--- src/rtl/cache_mem_arbiter.sv ---
// rtl/cache_mem_arbiter.sv - shares one pipelined main memory between I-cache and D-cache miss handlers
module cache_mem_arbiter #(
  parameter int ADDR_W      = 16,
  parameter int DATA_W      = 16,
  parameter int BLOCK_WORDS = 8,
  parameter int MEM_LAT     = 4
) (
  input  logic                           clk,
  input  logic                           rst_n,
  input  logic                           i_req,
  input  logic [ADDR_W-1:0]              i_addr,
  input  logic                           d_req,
  input  logic                           d_we,
  input  logic [ADDR_W-1:0]              d_addr,
  input  logic [DATA_W-1:0]              d_wdata,
  output logic                           mem_en,
  output logic                           mem_wr,
  output logic [ADDR_W-1:0]              mem_addr,
  output logic [DATA_W-1:0]              mem_wdata,
  input  logic [DATA_W-1:0]              mem_rdata,
  input  logic                           mem_rvalid,
  output logic [DATA_W-1:0]              fill_data,
  output logic [$clog2(BLOCK_WORDS)-1:0] fill_idx,
  output logic                           i_fill_valid,
  output logic                           d_fill_valid,
  output logic                           i_done,
  output logic                           d_done,
  output logic                           busy
);

  localparam int IDX_W = $clog2(BLOCK_WORDS);
  localparam int OFF_W = IDX_W + 1;
  localparam int CNT_W = IDX_W + 1;
  localparam int DRN_W = $clog2(MEM_LAT + 1);

  typedef enum logic [2:0] {
    DRAIN   = 3'd0,
    IDLE    = 3'd1,
    I_FILL  = 3'd2,
    D_FILL  = 3'd3,
    D_WRITE = 3'd4
  } state_t;

  state_t              state;
  logic [CNT_W-1:0]    issue_cnt;
  logic [CNT_W-1:0]    recv_cnt;
  logic [DRN_W-1:0]    drain_cnt;
  logic                last_i;
  logic [ADDR_W-1:0]   addr_q;
  logic [DATA_W-1:0]   wdata_q;

  logic filling;
  logic issuing;
  logic rx;
  logic last_rx;
  logic grant_i;

  assign filling = (state == I_FILL) || (state == D_FILL);
  assign issuing = rst_n && filling && (issue_cnt < CNT_W'(BLOCK_WORDS));
  assign rx      = rst_n && filling && mem_rvalid;
  assign last_rx = rx && (recv_cnt == CNT_W'(BLOCK_WORDS - 1));
  // I wins when alone, or on contention when D was served last
  assign grant_i = i_req && (!d_req || !last_i);

  always_ff @(posedge clk) begin
    if (!rst_n) begin
      state     <= DRAIN;
      issue_cnt <= '0;
      recv_cnt  <= '0;
      drain_cnt <= '0;
      last_i    <= 1'b0;
      addr_q    <= '0;
      wdata_q   <= '0;
    end else begin
      case (state)
        // reads launched before a reset may still come back; let them die here
        DRAIN: begin
          if (drain_cnt == DRN_W'(MEM_LAT - 1)) begin
            state     <= IDLE;
            drain_cnt <= '0;
            issue_cnt <= '0;
            recv_cnt  <= '0;
          end else begin
            drain_cnt <= drain_cnt + 1'b1;
          end
        end
        IDLE: begin
          issue_cnt <= '0;
          recv_cnt  <= '0;
          if (grant_i) begin
            state  <= I_FILL;
            last_i <= 1'b1;
            addr_q <= {i_addr[ADDR_W-1:OFF_W], {OFF_W{1'b0}}};
          end else if (d_req) begin
            last_i  <= 1'b0;
            wdata_q <= d_wdata;
            if (d_we) begin
              state  <= D_WRITE;
              addr_q <= d_addr;
            end else begin
              state  <= D_FILL;
              addr_q <= {d_addr[ADDR_W-1:OFF_W], {OFF_W{1'b0}}};
            end
          end
        end
        I_FILL, D_FILL: begin
          if (issuing) issue_cnt <= issue_cnt + 1'b1;
          if (rx)      recv_cnt  <= recv_cnt + 1'b1;
          if (last_rx) begin
            state     <= IDLE;
            issue_cnt <= '0;
            recv_cnt  <= '0;
          end
        end
        D_WRITE: state <= IDLE;
        default: state <= DRAIN;
      endcase
    end
  end

  // every output is forced low while reset is held, independent of state
  always_comb begin
    mem_en       = 1'b0;
    mem_wr       = 1'b0;
    mem_addr     = '0;
    mem_wdata    = '0;
    fill_data    = '0;
    fill_idx     = '0;
    i_fill_valid = 1'b0;
    d_fill_valid = 1'b0;
    i_done       = 1'b0;
    d_done       = 1'b0;
    busy         = 1'b0;
    if (rst_n) begin
      busy      = (state != IDLE);
      fill_data = mem_rdata;
      fill_idx  = recv_cnt[IDX_W-1:0];
      if (issuing) begin
        mem_en   = 1'b1;
        mem_addr = {addr_q[ADDR_W-1:OFF_W], issue_cnt[IDX_W-1:0], 1'b0};
      end
      if (state == D_WRITE) begin
        mem_en    = 1'b1;
        mem_wr    = 1'b1;
        mem_addr  = addr_q;
        mem_wdata = wdata_q;
        d_done    = 1'b1;
      end
      i_fill_valid = rx && (state == I_FILL);
      d_fill_valid = rx && (state == D_FILL);
      i_done       = last_rx && (state == I_FILL);
      if (last_rx && (state == D_FILL)) d_done = 1'b1;
    end
  end

endmodule
--- config.mk ---
export PLATFORM = sky130hd
export DESIGN_NAME = cache_mem_arbiter
export DESIGN_NICKNAME = d
export VERILOG_FILES = /design/src/rtl/cache_mem_arbiter.sv
export SDC_FILE = /design/constraint.sdc
export NUM_CORES = 1
export LEC_CHECK = 0
export ABC_AREA = 1
export BUFFER_PORTS_ARGS = -buffer_cell sky130_fd_sc_hd__buf_2
export CORE_ASPECT_RATIO = 1.2
export CORE_MARGIN = 2
export CORE_UTILIZATION = 40
export DETAILED_ROUTE_END_ITERATION = 10
export PLACE_DENSITY_LB_ADDON = 0.25
export SLEW_MARGIN = 0
export SYNTH_ARGS = -nofsm -noshare
export SYNTH_HDL_FRONTEND = slang
export SYNTH_SLANG_ARGS = --single-unit
--- constraint.sdc ---
create_clock -name clk -period 2 [get_ports clk]
set_clock_uncertainty 0.05 [all_clocks]
set_input_delay 0.4 -clock clk [delete_from_list [all_inputs] [get_ports clk]]
set_output_delay 0.4 -clock clk [all_outputs]
set_load 0.005 [all_outputs]
Yosys cells after proc, flatten, opt, wreduce, memory -nomap -nowiden
Index checks and enable logic that the tools add are counted.
{"block": "word_totals", "elab_cells": 83, "register_bits": 47, "in_bits": 70, "out_inout_bits": 58}
{"block": "op_classes", "n_eq_ne": 12, "n_lt_le_gt_ge": 1, "n_bitwise": 1, "addsub": 3, "muxes": 37, "n_reduce_logical": 22}
{"cell": "2-to-1 mux 16 bit", "count": 8}
{"cell": "2-to-1 mux 4 bit", "count": 6}
{"cell": "case mux 4 bit (3 select lines)", "count": 2}
{"cell": "2-to-1 mux 3 bit", "count": 7}
{"cell": "2-to-1 mux 1 bit", "count": 13}
{"cell": "case mux 3 bit (4 select lines)", "count": 1}
{"cell": "AND reduction 3 bit", "count": 4}
{"cell": "equality test 3 x 2 -> 1 bit (second input constant)", "count": 3}
{"cell": "logical AND 1 bit", "count": 9}
{"cell": "inequality test 3 bit (second input constant)", "count": 3}
{"cell": "adder 4 x 1 -> 4 bit (second input constant)", "count": 2}
{"cell": "equality test 4 x 3 -> 1 bit (second input constant)", "count": 1}
{"cell": "< comparator 4 bit (second input constant)", "count": 1}
{"cell": "inequality test 2 bit (second input constant)", "count": 2}
{"cell": "adder 3 x 1 -> 3 bit (second input constant)", "count": 1}
{"cell": "equality test 3 x 1 -> 1 bit (second input constant)", "count": 1}
{"cell": "equality test 3 bit (second input constant)", "count": 1}
{"cell": "zero test 3 bit", "count": 1}
{"cell": "inequality test 3 x 1 -> 1 bit (second input constant)", "count": 1}
{"cell": "nonzero test 3 bit", "count": 1}
{"cell": "zero test 1 bit", "count": 2}
{"cell": "logical OR 1 bit", "count": 2}
{"cell": "AND reduction 2 bit", "count": 1}
{"cell": "nonzero test 2 bit", "count": 1}
{"cell": "other kinds (2)", "count": 2}

Longest topological paths before layout
Gate-level depths: netlist of run 1.
{"block": "depth", "depth_word": 8, "ltp_mapped": 10, "depth_no_buf": 10}

Worst setup path after synthesis of run 1
Ideal clock, no wire load.
{"block": "synth_timing", "kind": "register to output", "from": "register state[1]", "to": "output mem_addr[10]", "slack_ns": 0.336, "path_buffers": 1, "t_arrival_ns": 1.214, "stages_incl_launch_ff": 8, "path_cell_list": "dfxtp_1 > inv_1 > nor2_4 > nand3_2 > nand2_1 > inv_1 > buf_6 > nor2_1"}
{"block": "synth_via", "elab_chain_cells": 7, "elab_cells_between_ends": 9, "cone_classes": "eq/ne: 3; mux: 3; reduce/logical: 3"}
{"item": "from (decl)", "line": "44", "rtl": "state_t state;"}
{"item": "from (signal assigned)", "line": "67", "rtl": "state <= DRAIN;"}
{"item": "from (signal assigned)", "line": "79", "rtl": "state <= IDLE;"}
{"item": "from (signal assigned)", "line": "91", "rtl": "state <= I_FILL;"}
{"item": "equality test 3 x 2 -> 1 bit", "line": "58", "rtl": "assign filling = (state == I_FILL) || (state == D_FILL);"}
{"item": "logical OR 1 bit", "line": "58"}
{"item": "logical AND 1 bit (2 in a row)", "line": "59", "rtl": "assign issuing = rst_n && filling && (issue_cnt < CNT_W'(BLOCK_WORDS));"}
{"item": "2-to-1 mux 16 bit", "line": "138", "rtl": "if (issuing) begin"}
{"item": "2-to-1 mux 16 bit (*)", "line": "142", "rtl": "if (state == D_WRITE) begin"}
{"item": "2-to-1 mux 16 bit (*)", "line": "134", "rtl": "if (rst_n) begin"}
{"item": "to (decl)", "line": "18", "rtl": "output logic [ADDR_W-1:0] mem_addr,"}
Every way passes the cells marked *; elsewhere a longest branch is shown, timed or not.

Worst setup path in the final report of run 1
{"block": "layout_timing", "from": "register state[0]", "to": "output mem_addr[10]"}
Same word-level chain as after synthesis.

==> summary.md, run 1 <==
| Metric | Value |
|---|---|
| Post-DP HPWL | 4.86 mm |
| First-pass GRT wire length | 10.9 mm |
| Met2 Usage GRT | 0.369 |
| Arrival time worst endpoint | 1.57 ns |
| Max Clk Rate | 494 MHz |
| Gpl congestion | 0.785 |
| Clk slew on worst S/H paths | 0.08 ns |
| Final antenna-violating net count | 0 |
| Area delta synth->final | 37.8% |
| Fillers | 584 |
| Port Buffers | 123 |
| DRC viols | 0 |
| Pwr/cell area | 813 nW/µm² |
| Final antenna diode count | 0 |
| Pwr Total | 2.79 mW |
| Worst Setup End Kind | output port |
| Met1 Resource Use GR | 0.211 |
| Minimum clock period | 2.02 ns |
| Seq cells post-synth | 47 |
| Max Cap Viol | 0 |
| Most used routing layer | met2 |
| DR WL/cell | 11.1 µm |
| Worst slew pin tran | 0.302 ns |
| Worst skew pair latency | 0.29 ns |
| Pre-antenna DRT Iters | 4 |
| Post-Syn Area | 2490 µm² |
| Clk sink count | 47 |
| Routed wire length | 6.59 mm |
| Outcome | complete, but fails checks |
| Yosys warning total | 0 |
| Final worst-path cycle share | 1.01 |
| Via density | 4.53 |
| Synth cell types | 30 |
| Full die area | 6870 µm² |
| Crit Path Class | reg2out |
| Final setup margin | -0.0240 ns |
| Largest cells by area after synthesis | dfxtp_1 (38%), nand2_1 (13%), inv_1 (9.8%) |
| Dpl ws | 0.162 ns |
| CTS buffer count | 5 |
| Top-level port count | 128 |
| RSZ-0062 raised after global routing | true |
| Starting density of the core | 0.414 |
| Hold violation count in the final report | 0 |
| H-Tree Depth | 2 |
| Largest net degree at the start of global routing | 33 |
| Max-slew headroom | 0.799 |
| Synth area leader | dfxtp_1 |
| Vias | 2697 |
| Vias in the first global route | 2563 |
| Total track usage | 0.191 |
| 1st-iter DRT viols | 75 |
| Post-Syn Instances | 380 |
| Peak supply drop | 0.000529 V |
| Core area | 6010 µm² |
| Leak | 1.80 nW |
| CTS tree | done |
| Nets | 586 |
| Chip height | 90.4 µm |
| Cell row count | 31 |
| Critical Path RT | 1.55 ns |
| Final setup fails | 4 |
| Multi-input gate area | 1240 µm² |
| Register Area | 955 µm² |
| Syn_nets | 453 |
| Layout cell share with drive strength beyond 1 | 0.365 |
| Share of the synthesized area in the top cell type | 0.378 |
| Initial antenna violation count | 0 |
| Post-CTS Hold Buffers | 0 |
| Failing checks | setup timing |
| Avg Inst Size Synth | 6.55 µm² |
| Max Slew Vio Count | 0 |
| GR Util met3 | 0.0370 |
| Startpoint types | register |
| Seq/Total Area, Yosys | 0.378 |
| Grt ovf | 0 |
| HP Class | in2reg |
| Clock Root Buffer | clkbuf_8 |
| Largest buffer count on any clock path | 2 |
| CP max FO | 6 |
| DIE WIDTH | 76.0 µm |
kinds of logic (layout without fill, tap and decap cells):
logic type	after synthesis	in the layout	synth area share
buf+inv	86	219	0.145
compound gates	81	81	0.169
flops	47	47	0.378
fa+ha+maj	3	3	0.0151
simple gates	161	161	0.286
xor+xnor	2	2	0.00704
flip-flops by register name, indices dropped and copies added (netlist names):
name / cells
addr_q: 16
drain_cnt: 3
issue_cnt: 4
last_i: 1
recv_cnt: 4
state: 3
wdata_q: 16
cell usage in the layout, fill, tap and decap left out, drive strengths merged:
master,count
a21oi,43
dfxtp,47
xor2,1
inv,65
nor2,50
buf,143
o211ai,1
clkinvlp,2
nand4,5
o21bai,1
clkinv,3
o31ai,1
o21ai,35
ha,3
clkbuf,6
nand3,12
nor3,3
xnor2,1
nand2,91
metrics by stage:
step / instances / TNS (ns) / util / hold slack, ns / instance area (µm²)
after floorplan: 380 / 0 / - / 0.379 / 2490
after global placement: 579 / 0 / 0.533 / 0.390 / 3210
after detailed placement: 579 / 0 / 0.533 / 0.393 / 3210
after CTS: 592 / -0.0547 / 0.562 / 0.322 / 3380
after global routing: 595 / -1.39 / 0.570 / 0.332 / 3430
final: 595 / -0.0557 / 0.570 / 0.326 / 3430
path summary, 6_finish.rpt:
kind,startpoint,endpoint,slack [ns],cells past startpoint
max reg2reg,state[0]$_SDFFE_PN0P_,addr_q[15]$_SDFFE_PN0P_,0.43,7
min reg2reg,addr_q[6]$_SDFFE_PN0P_,addr_q[6]$_SDFFE_PN0P_,0.40,2
min,d_addr[3],addr_q[3]$_SDFFE_PN0P_,0.33,3
max,state[0]$_SDFFE_PN0P_,mem_addr[10],-0.02,8
final cells by class:
cell class,count,area share
clock buffer,6,0.0241
tap,82,0.0299
timing repair inverter,1,0.00219
sequential,47,0.278
multi-input combinational,247,0.361
timing repair buffer,143,0.227
inverter,68,0.0759
clock inverter,1,0.00146
cell usage after synthesis:
library cell,n
nand2_2,2
nand4_1,5
clkinv_1,1
clkbuf_1,4
nor3_1,2
o21ai_2,1
nor3_4,1
nor2_1,46
o31ai_1,1
a21oi_2,1
inv_2,1
clkbuf_2,1
clkinv_2,1
nand2_4,2
ha_1,3
nand3_2,4
o211ai_1,1
o21bai_1,1
xnor2_1,1
xor2_1,1
nand3_1,8
buf_2,10
a21oi_1,42
nor2_4,3
nor2_2,1
nand2_1,87
buf_6,3
o21ai_0,34
dfxtp_1,47
inv_1,65
power by group:
group	switching (mW)	leakage, nW	total (mW)	internal (mW)
registers	0.0702	0.386	1.18	1.11
logic	0.624	1.36	1.03	0.402
clock network	0.307	0.0470	0.579	0.272
what timing repair did:
action                                  4_1_cts  5_1_grt
pin swaps                                     3        5
setup buffers                                 5        3
resized for setup                            15       12
cloned                                        1        0
endpoints found under the setup margin       33       25
per-layer routing:
layer / vias to the layer above / wire, µm
li1: 1434 / -
met1: 1178 / 2730
met2: 78 / 3430
met3: 7 / 335
met4: 0 / 92
met5: - / 0
critical path, stage by stage, from the launching register on:
cell and delay, ns:
dfxtp_4 0.36, nor2_4 0.12, inv_2 0.04, nor2_2 0.09, nand2_2 0.09, nand2_4 0.11, clkinvlp_4 0.19, nor2_1 0.15
buf_2 0.12
No activity file was read; power rests on OpenSTA's default activity.
==> run 2, diff against run 1 <==
--- a/config.mk
+++ b/config.mk
@@ -6,11 +6,11 @@
 export NUM_CORES = 1
 export LEC_CHECK = 0
 export ABC_AREA = 1
-export BUFFER_PORTS_ARGS = -buffer_cell sky130_fd_sc_hd__buf_2
 export CORE_ASPECT_RATIO = 1.2
 export CORE_MARGIN = 2
 export CORE_UTILIZATION = 40
 export DETAILED_ROUTE_END_ITERATION = 10
+export DONT_BUFFER_PORTS = 1
 export PLACE_DENSITY_LB_ADDON = 0.25
 export SLEW_MARGIN = 0
 export SYNTH_ARGS = -nofsm -noshare
==> run 2 against run 1 <==
The run still ends with setup timing left. Via count down 14%. Hold slack got worse by 0.15 ns. First-iteration DRC count increased by 2.7%.
==> summary.md, run 2 (synthesized netlist as in run 1, its figures left out) <==
| Metric | Value |
|---|---|
| Initial antenna violation count | 0 (unchanged) |
| Worst skew pair latency | 0.30 ns (about the same) |
| DRC viols | 0 (unchanged) |
| Post-DP HPWL | 4.37 mm (-10%) |
| Clk slew on worst S/H paths | 0.08 ns (about the same) |
| Register Area | 947 µm² (-0.79%) |
| Most used routing layer | met2 |
| 1st-iter DRT viols | 77 (+2.7%) |
| Critical path endpoint | mem_addr[5] |
| Layout cell share with drive strength beyond 1 | 0.218 (-0.147) |
| Final setup margin | -0.0217 ns (+0.00227 ns) |
| Failing checks | setup timing |
| Max Slew Vio Count | 0 (unchanged) |
| Post-CTS Hold Buffers | 0 (unchanged) |
| First-pass GRT wire length | 9.95 mm (-9.1%) |
| Leak | 1.23 nW (-31%) |
| Largest net degree at the start of global routing | 59 (+79%) |
| Pwr Total | 2.71 mW (-2.8%) |
| Clk sink count | 47 (unchanged) |
| R2R setup slack | 0.27 ns (-0.16 ns) |
| Hold violation count in the final report | 0 (unchanged) |
| Vias | 2328 (-14%) |
| DR WL/cell | 13.3 µm (+20%) |
| Via density | 4.93 (+8.8%) |
| Startpoint types | register |
| Pre-antenna DRT Iters | 4 (unchanged) |
| Top Registers | addr_q (16), wdata_q (16) |
| Worst Setup End Kind | output port |
| Reg2reg start | recv_cnt[0]$_SDFFE_PN0P_ |
| Outcome | complete, but fails checks |
| Max-slew headroom | 0.607 (-0.192) |
| GR Util met3 | 0.0540 (+0.0170) |
| Worst slew pin tran | 0.589 ns (+0.288 ns) |
| Minimum clock period | 2.02 ns (-0.00227 ns) |
| Area delta synth->final | 16.7% |
| Final worst-path cycle share | 1.01 (-0.00114) |
| Full die area | 6870 µm² (unchanged) |
| Vias in the first global route | 2151 (-16%) |
| Pwr/cell area | 933 nW/µm² (+15%) |
| Critical Path RT | 1.55 ns (about the same) |
| Crit Path Class | reg2out |
| Commonest non-fill, non-tap cell in the layout | nand2_1 |
| Fillers | 628 (+7.5%) |
| Final antenna diode count | 0 (unchanged) |
| Max Clk Rate | 495 MHz (+0.11%) |
| Core area | 6010 µm² (unchanged) |
| DIE WIDTH | 76.0 µm (unchanged) |
| Nets | 462 (-21%) |
| Starting density of the core | 0.414 (unchanged) |
| Gpl congestion | 0.787 (+0.25%) |
| Commonest cells after routing, fill and taps aside | nand2_1 (84), inv_1 (64), dfxtp_1 (44) |
| Multi-input gate area | 1320 µm² (+6.5%) |
| Arrival time worst endpoint | 1.57 ns (about the same) |
| Clock Root Buffer | clkbuf_8 |
| Top-level port count | 128 (unchanged) |
| Peak supply drop | 0.000436 V (-17%) |
| Routed wire length | 6.26 mm (-5.1%) |
| CTS buffer count | 5 (unchanged) |
| Met2 Usage GRT | 0.322 (-0.0469) |
| Cell row count | 31 (unchanged) |
| Worst R2R End | state[2]$_SDFFE_PN0P_ |
| Crit path from | state[1]$_SDFFE_PN0P_ |
| HP Class | in2reg |
| Final antenna-violating net count | 0 (unchanged) |
| H-Tree Depth | 2 (unchanged) |
| Chip height | 90.4 µm (unchanged) |
| Dpl ws | 0.177 ns (+0.0149 ns) |
| Worst reg2reg path depth | 7 (unchanged) |
| Largest buffer count on any clock path | 2 (unchanged) |
| Max Cap Viol | 0 (unchanged) |
| Grt ovf | 0 (unchanged) |
| Total track usage | 0.176 (-0.0147) |
| RSZ-0062 raised after global routing | true |
| Port Buffers | 0 (-100%) |
| Final setup fails | 4 (unchanged) |
| Met1 Resource Use GR | 0.188 (-0.0228) |
| CTS tree | done |
| CP max FO | 6 (unchanged) |
## run 2: cell types whose count changed in the layout (fill, tap and decap cells not counted), moves of 3 or more
cell / change
buf_2: -123
nor2_2: +23
nor2_1: -26
buf_4: -4
nor2_4: +3
## run 2: critical path, cell delays in order (launching register included)
cell	delay, ns
dfxtp_2	0.35
nor2_4	0.12
inv_1	0.06
nor2_2	0.12
nand2_2	0.08
nand2_4	0.08
buf_12	0.10
clkinvlp_4	0.19
nor2_2	0.17
## run 2: report_power, final
group | leakage [nW] | switching, mW | total, mW | internal (mW)
Combinational | 0.809 | 0.619 | 0.966 | 0.348
Sequential | 0.384 | 0.0710 | 1.18 | 1.11
Clock | 0.0412 | 0.317 | 0.561 | 0.245
## run 2: routing by layer
layer	wire length, µm	part of all wire
met3	459	0.073
met1	2490	0.40
met4	119	0.019
met5	0	0
met2	3190	0.51
## run 2: worst min-delay path by stage
stage          slack (ns)                startpoint                   endpoint  depth (start not counted)
5_1_grt              0.16                     rst_n  drain_cnt[0]$_SDFFE_PN0N_                          2
2_1_floorplan        0.38   addr_q[15]$_SDFFE_PN0P_    addr_q[15]$_SDFFE_PN0P_                          2
6_report             0.18                     rst_n      state[0]$_SDFFE_PN0P_                          2
4_1_cts              0.15                     rst_n      state[0]$_SDFFE_PN0P_                          2
3_3_place_gp         0.39  wdata_q[14]$_SDFFE_PN0P_   wdata_q[14]$_SDFFE_PN0P_                          2
3_5_place_dp         0.39   wdata_q[5]$_SDFFE_PN0P_    wdata_q[5]$_SDFFE_PN0P_                          2
## run 2: through the flow
stage	utilization	hold slack (ns)	cell area, µm²	TNS [ns]	cells
detailed placement	0.427	0.393	2570	0	453
global route	0.483	0.162	2900	-0.790	472
finish	0.483	0.178	2900	-0.0340	472
global placement	0.427	0.388	2570	0	453
CTS	0.459	0.154	2760	-0.00385	467
floorplan	-	0.379	2490	0	380
## run 2: final cells by class
cell class / instances / area share
repair inverters: 1 / 0.00259
repair buffers: 19 / 0.0633
flip-flops and latches: 47 / 0.326
clock buffers: 6 / 0.0250
inverters: 68 / 0.0896
multi-input cells: 247 / 0.454
well taps: 82 / 0.0353
clock inverters: 2 / 0.00431
## run 2: timing repair
action | in CTS | in global routing
buffers inserted | 5 | 5
setup endpoints to repair | 12 | 34
cloned | 1 | 0
gates resized for setup | 17 | 34
pin swaps | 5 | 9
==> run 3, diff against run 2 <==
--- a/config.mk
+++ b/config.mk
@@ -12,6 +12,7 @@
 export DETAILED_ROUTE_END_ITERATION = 10
 export DONT_BUFFER_PORTS = 1
 export PLACE_DENSITY_LB_ADDON = 0.25
+export REMOVE_ABC_BUFFERS = 1
 export SLEW_MARGIN = 0
 export SYNTH_ARGS = -nofsm -noshare
 export SYNTH_HDL_FRONTEND = slang
==> run 3 against run 2 <==
The flow now finishes without violations. Critical path depth is 1 lower. Highest routed layer unchanged. First-iteration DRC count is 39% higher. Via count is 2.7% lower. Critical path type unchanged. Largest power group unchanged. Hold slack worse by 0.0045 ns. Clock power is 25% higher. Critical endpoint is now mem_addr[11]. Clock-buffer cell count is 1 lower. Combinational power is 6.2% lower.
==> summary.md, run 3 (synthesized netlist as in run 1, its figures left out) <==
| Metric | Value |
|---|---|
| Startpoint types | register |
| Clock share of power | 0.252 (+0.045) |
| Largest net degree at the start of global routing | 59 (unchanged) |
| Full die area | 6870 µm² (unchanged) |
| Minimum clock period | 1.95 ns (-0.0744 ns) |
| Fin util | 0.473 (-0.00978) |
| Post-DP HPWL | 4.05 mm (-7.4%) |
| Vias in the first global route | 2058 (-4.3%) |
| 1st-iter DRT viols | 107 (+39%) |
| Clk sink count | 47 (unchanged) |
| Final setup margin | 0.0527 ns (+0.0744 ns) |
| Via density | 4.81 (-2.5%) |
| Hold violation count in the final report | 0 (unchanged) |
| CP max FO | 6 (unchanged) |
| Psw | 0.975 mW (-3.1%) |
| Leak | 1.25 nW (+1.6%) |
| DR WL/cell | 12.3 µm (-7.3%) |
| CTS tree | done |
| Placed Instances | 455 (+0.44%) |
| Internal Dissipation | 1.82 mW (+6.7%) |
| Crit Path Class | reg2out |
| Worst reg2reg path depth | 7 (unchanged) |
| Sequential share of power | 0.423 (-0.013) |
| Nets | 461 (-0.22%) |
| Routed wire length | 5.79 mm (-7.5%) |
| Pwr/cell area | 981 nW/µm² (+5.2%) |
| Final antenna-violating net count | 0 (unchanged) |
| Fillers | 628 (unchanged) |
| Commonest non-fill, non-tap cell in the layout | nand2_1 |
| Layout cell share with drive strength beyond 1 | 0.170 (-0.0483) |
| Post-CTS Hold Buffers | 0 (unchanged) |
| Top-level port count | 128 (unchanged) |
| Final setup fails | 0 (-4) |
| DRC viols | 0 (unchanged) |
| Total track usage | 0.171 (-0.00514) |
| Core area | 6010 µm² (unchanged) |
| DIE WIDTH | 76.0 µm (unchanged) |
| Port Buffers | 0 (unchanged) |
| Hold Crit Depth | 2 (unchanged) |
| Finished Layout Cells | 471 (-0.21%) |
| Starting density of the core | 0.414 (unchanged) |
| Initial antenna violation count | 0 (unchanged) |
| First-pass GRT wire length | 9.72 mm (-2.4%) |
| Arrival time worst endpoint | 1.50 ns (-0.07 ns) |
| Multi-input gate area | 1250 µm² (-5.0%) |
| Chip height | 90.4 µm (unchanged) |
| Max Slew Vio Count | 0 (unchanged) |
| Worst slew pin tran | 0.345 ns (-0.244 ns) |
| Combinational share of power | 0.325 (-0.032) |
| RSZ-0062 raised after global routing | true |
| Clock Root Buffer | clkbuf_8 |
| Commonest cells after routing, fill and taps aside | nand2_1 (84), inv_1 (63), dfxtp_1 (43) |
| Area delta synth->final | 14.3% |
| Top Registers | addr_q (16), wdata_q (16) |
| Max Clk Rate | 514 MHz (+3.8%) |
| Final worst-path cycle share | 0.974 (-0.0372) |
| Cell row count | 31 (unchanged) |
| CTS buffer count | 5 (unchanged) |
| Max Cap Viol | 0 (unchanged) |
| Critical Path RT | 1.55 ns (about the same) |
| Grt ovf | 0 (unchanged) |
| Worst skew pair latency | 0.30 ns (about the same) |
| Gpl congestion | 0.813 (+3.4%) |
| Net Sw Frac | 0.349 (-0.0222) |
| Peak supply drop | 0.000375 V (-14%) |
| Outcome | finished, final reports clean |
| Clk slew on worst S/H paths | 0.09 ns (about the same) |
| Max-slew headroom | 0.770 (+0.163) |
| Pre-antenna DRT Iters | 4 (unchanged) |
| Hold Slack | 0.173 ns (-0.00453 ns) |
| Vias | 2265 (-2.7%) |
| Worst Setup End Kind | output port |
| Setup Total Neg Slack | 0 ns (+0.0340 ns) |
| Register Area | 951 µm² (+0.40%) |
| Largest buffer count on any clock path | 2 (unchanged) |
| Final antenna diode count | 0 (unchanged) |
| Dpl ws | 0.193 ns (+0.0157 ns) |
| HP Class | in2reg |
| H-Tree Depth | 2 (unchanged) |
-- run 3: changes by cell type in the layout (fill, tap and decap cells not counted), moves of 3 or more --
cell | previous run | this run
nor2_1 | 12 | 36
nor2_2 | 30 | 9
nor2_4 | 8 | 5
o21ai_0 | 34 | 31
o21ai_2 | 1 | 4
-- run 3: stage by stage --
stage / power (mW) / area, µm²
finish: 2.79 / 2850
detailed placement: 2.01 / 2590
CTS: 2.82 / 2810
global placement: 1.99 / 2590
floorplan: 1.81 / 2380
global route: 3.01 / 2850
-- run 3: layout make-up --
cell class	instances	area share
clock inverters	3	0.0154
repair inverters	1	0.00264
repair buffers	18	0.0563
inverters	68	0.0915
multi-input cells	247	0.440
flip-flops and latches	47	0.334
clock buffers	5	0.0242
well taps	82	0.0361
-- run 3: metal layers --
metal | track usage | wire (µm)
met1 | 0.195 | 2450
met5 | 0 | 0
met2 | 0.296 | 2770
met3 | 0.0640 | 474
met4 | 0.0561 | 97
-- run 3: power by group through the flow --
stage	Sequential, mW	Combinational, mW	Clock [mW]
3_3_place_gp	1.19	0.802	0
3_5_place_dp	1.20	0.812	0
5_1_grt	1.20	1.04	0.769
4_1_cts	1.18	0.897	0.737
2_1_floorplan	1.18	0.625	0
6_report	1.18	0.906	0.703
-- run 3: what timing repair did --
action                     in CTS  in global routing
resized for setup              21                 11
pin swaps                       6                  5
setup buffers                   6                  1
gates cloned                    1                  0
setup endpoints to repair      16                 18
-- run 3: final timing paths --
check                                        startpoint                  endpoint  slack (ns)
worst max register to register    state[0]$_SDFFE_PN0P_  wdata_q[11]$_SDFFE_PN0P_        0.41
worst max-delay path              state[1]$_SDFFE_PN0P_              mem_addr[11]        0.05
worst min-delay path                              rst_n   addr_q[12]$_SDFFE_PN0P_        0.17
worst min register to register  wdata_q[4]$_SDFFE_PN0P_   wdata_q[4]$_SDFFE_PN0P_        0.40
-- run 3: critical path, cell delays in order, from the launching register on --
cell and delay (ns):
dfxtp_4 0.37, nor2_4 0.11, inv_2 0.05, nor2_4 0.09, nand2_4 0.08, nand2_4 0.11
clkinvlp_4 0.21, nor2_2 0.16
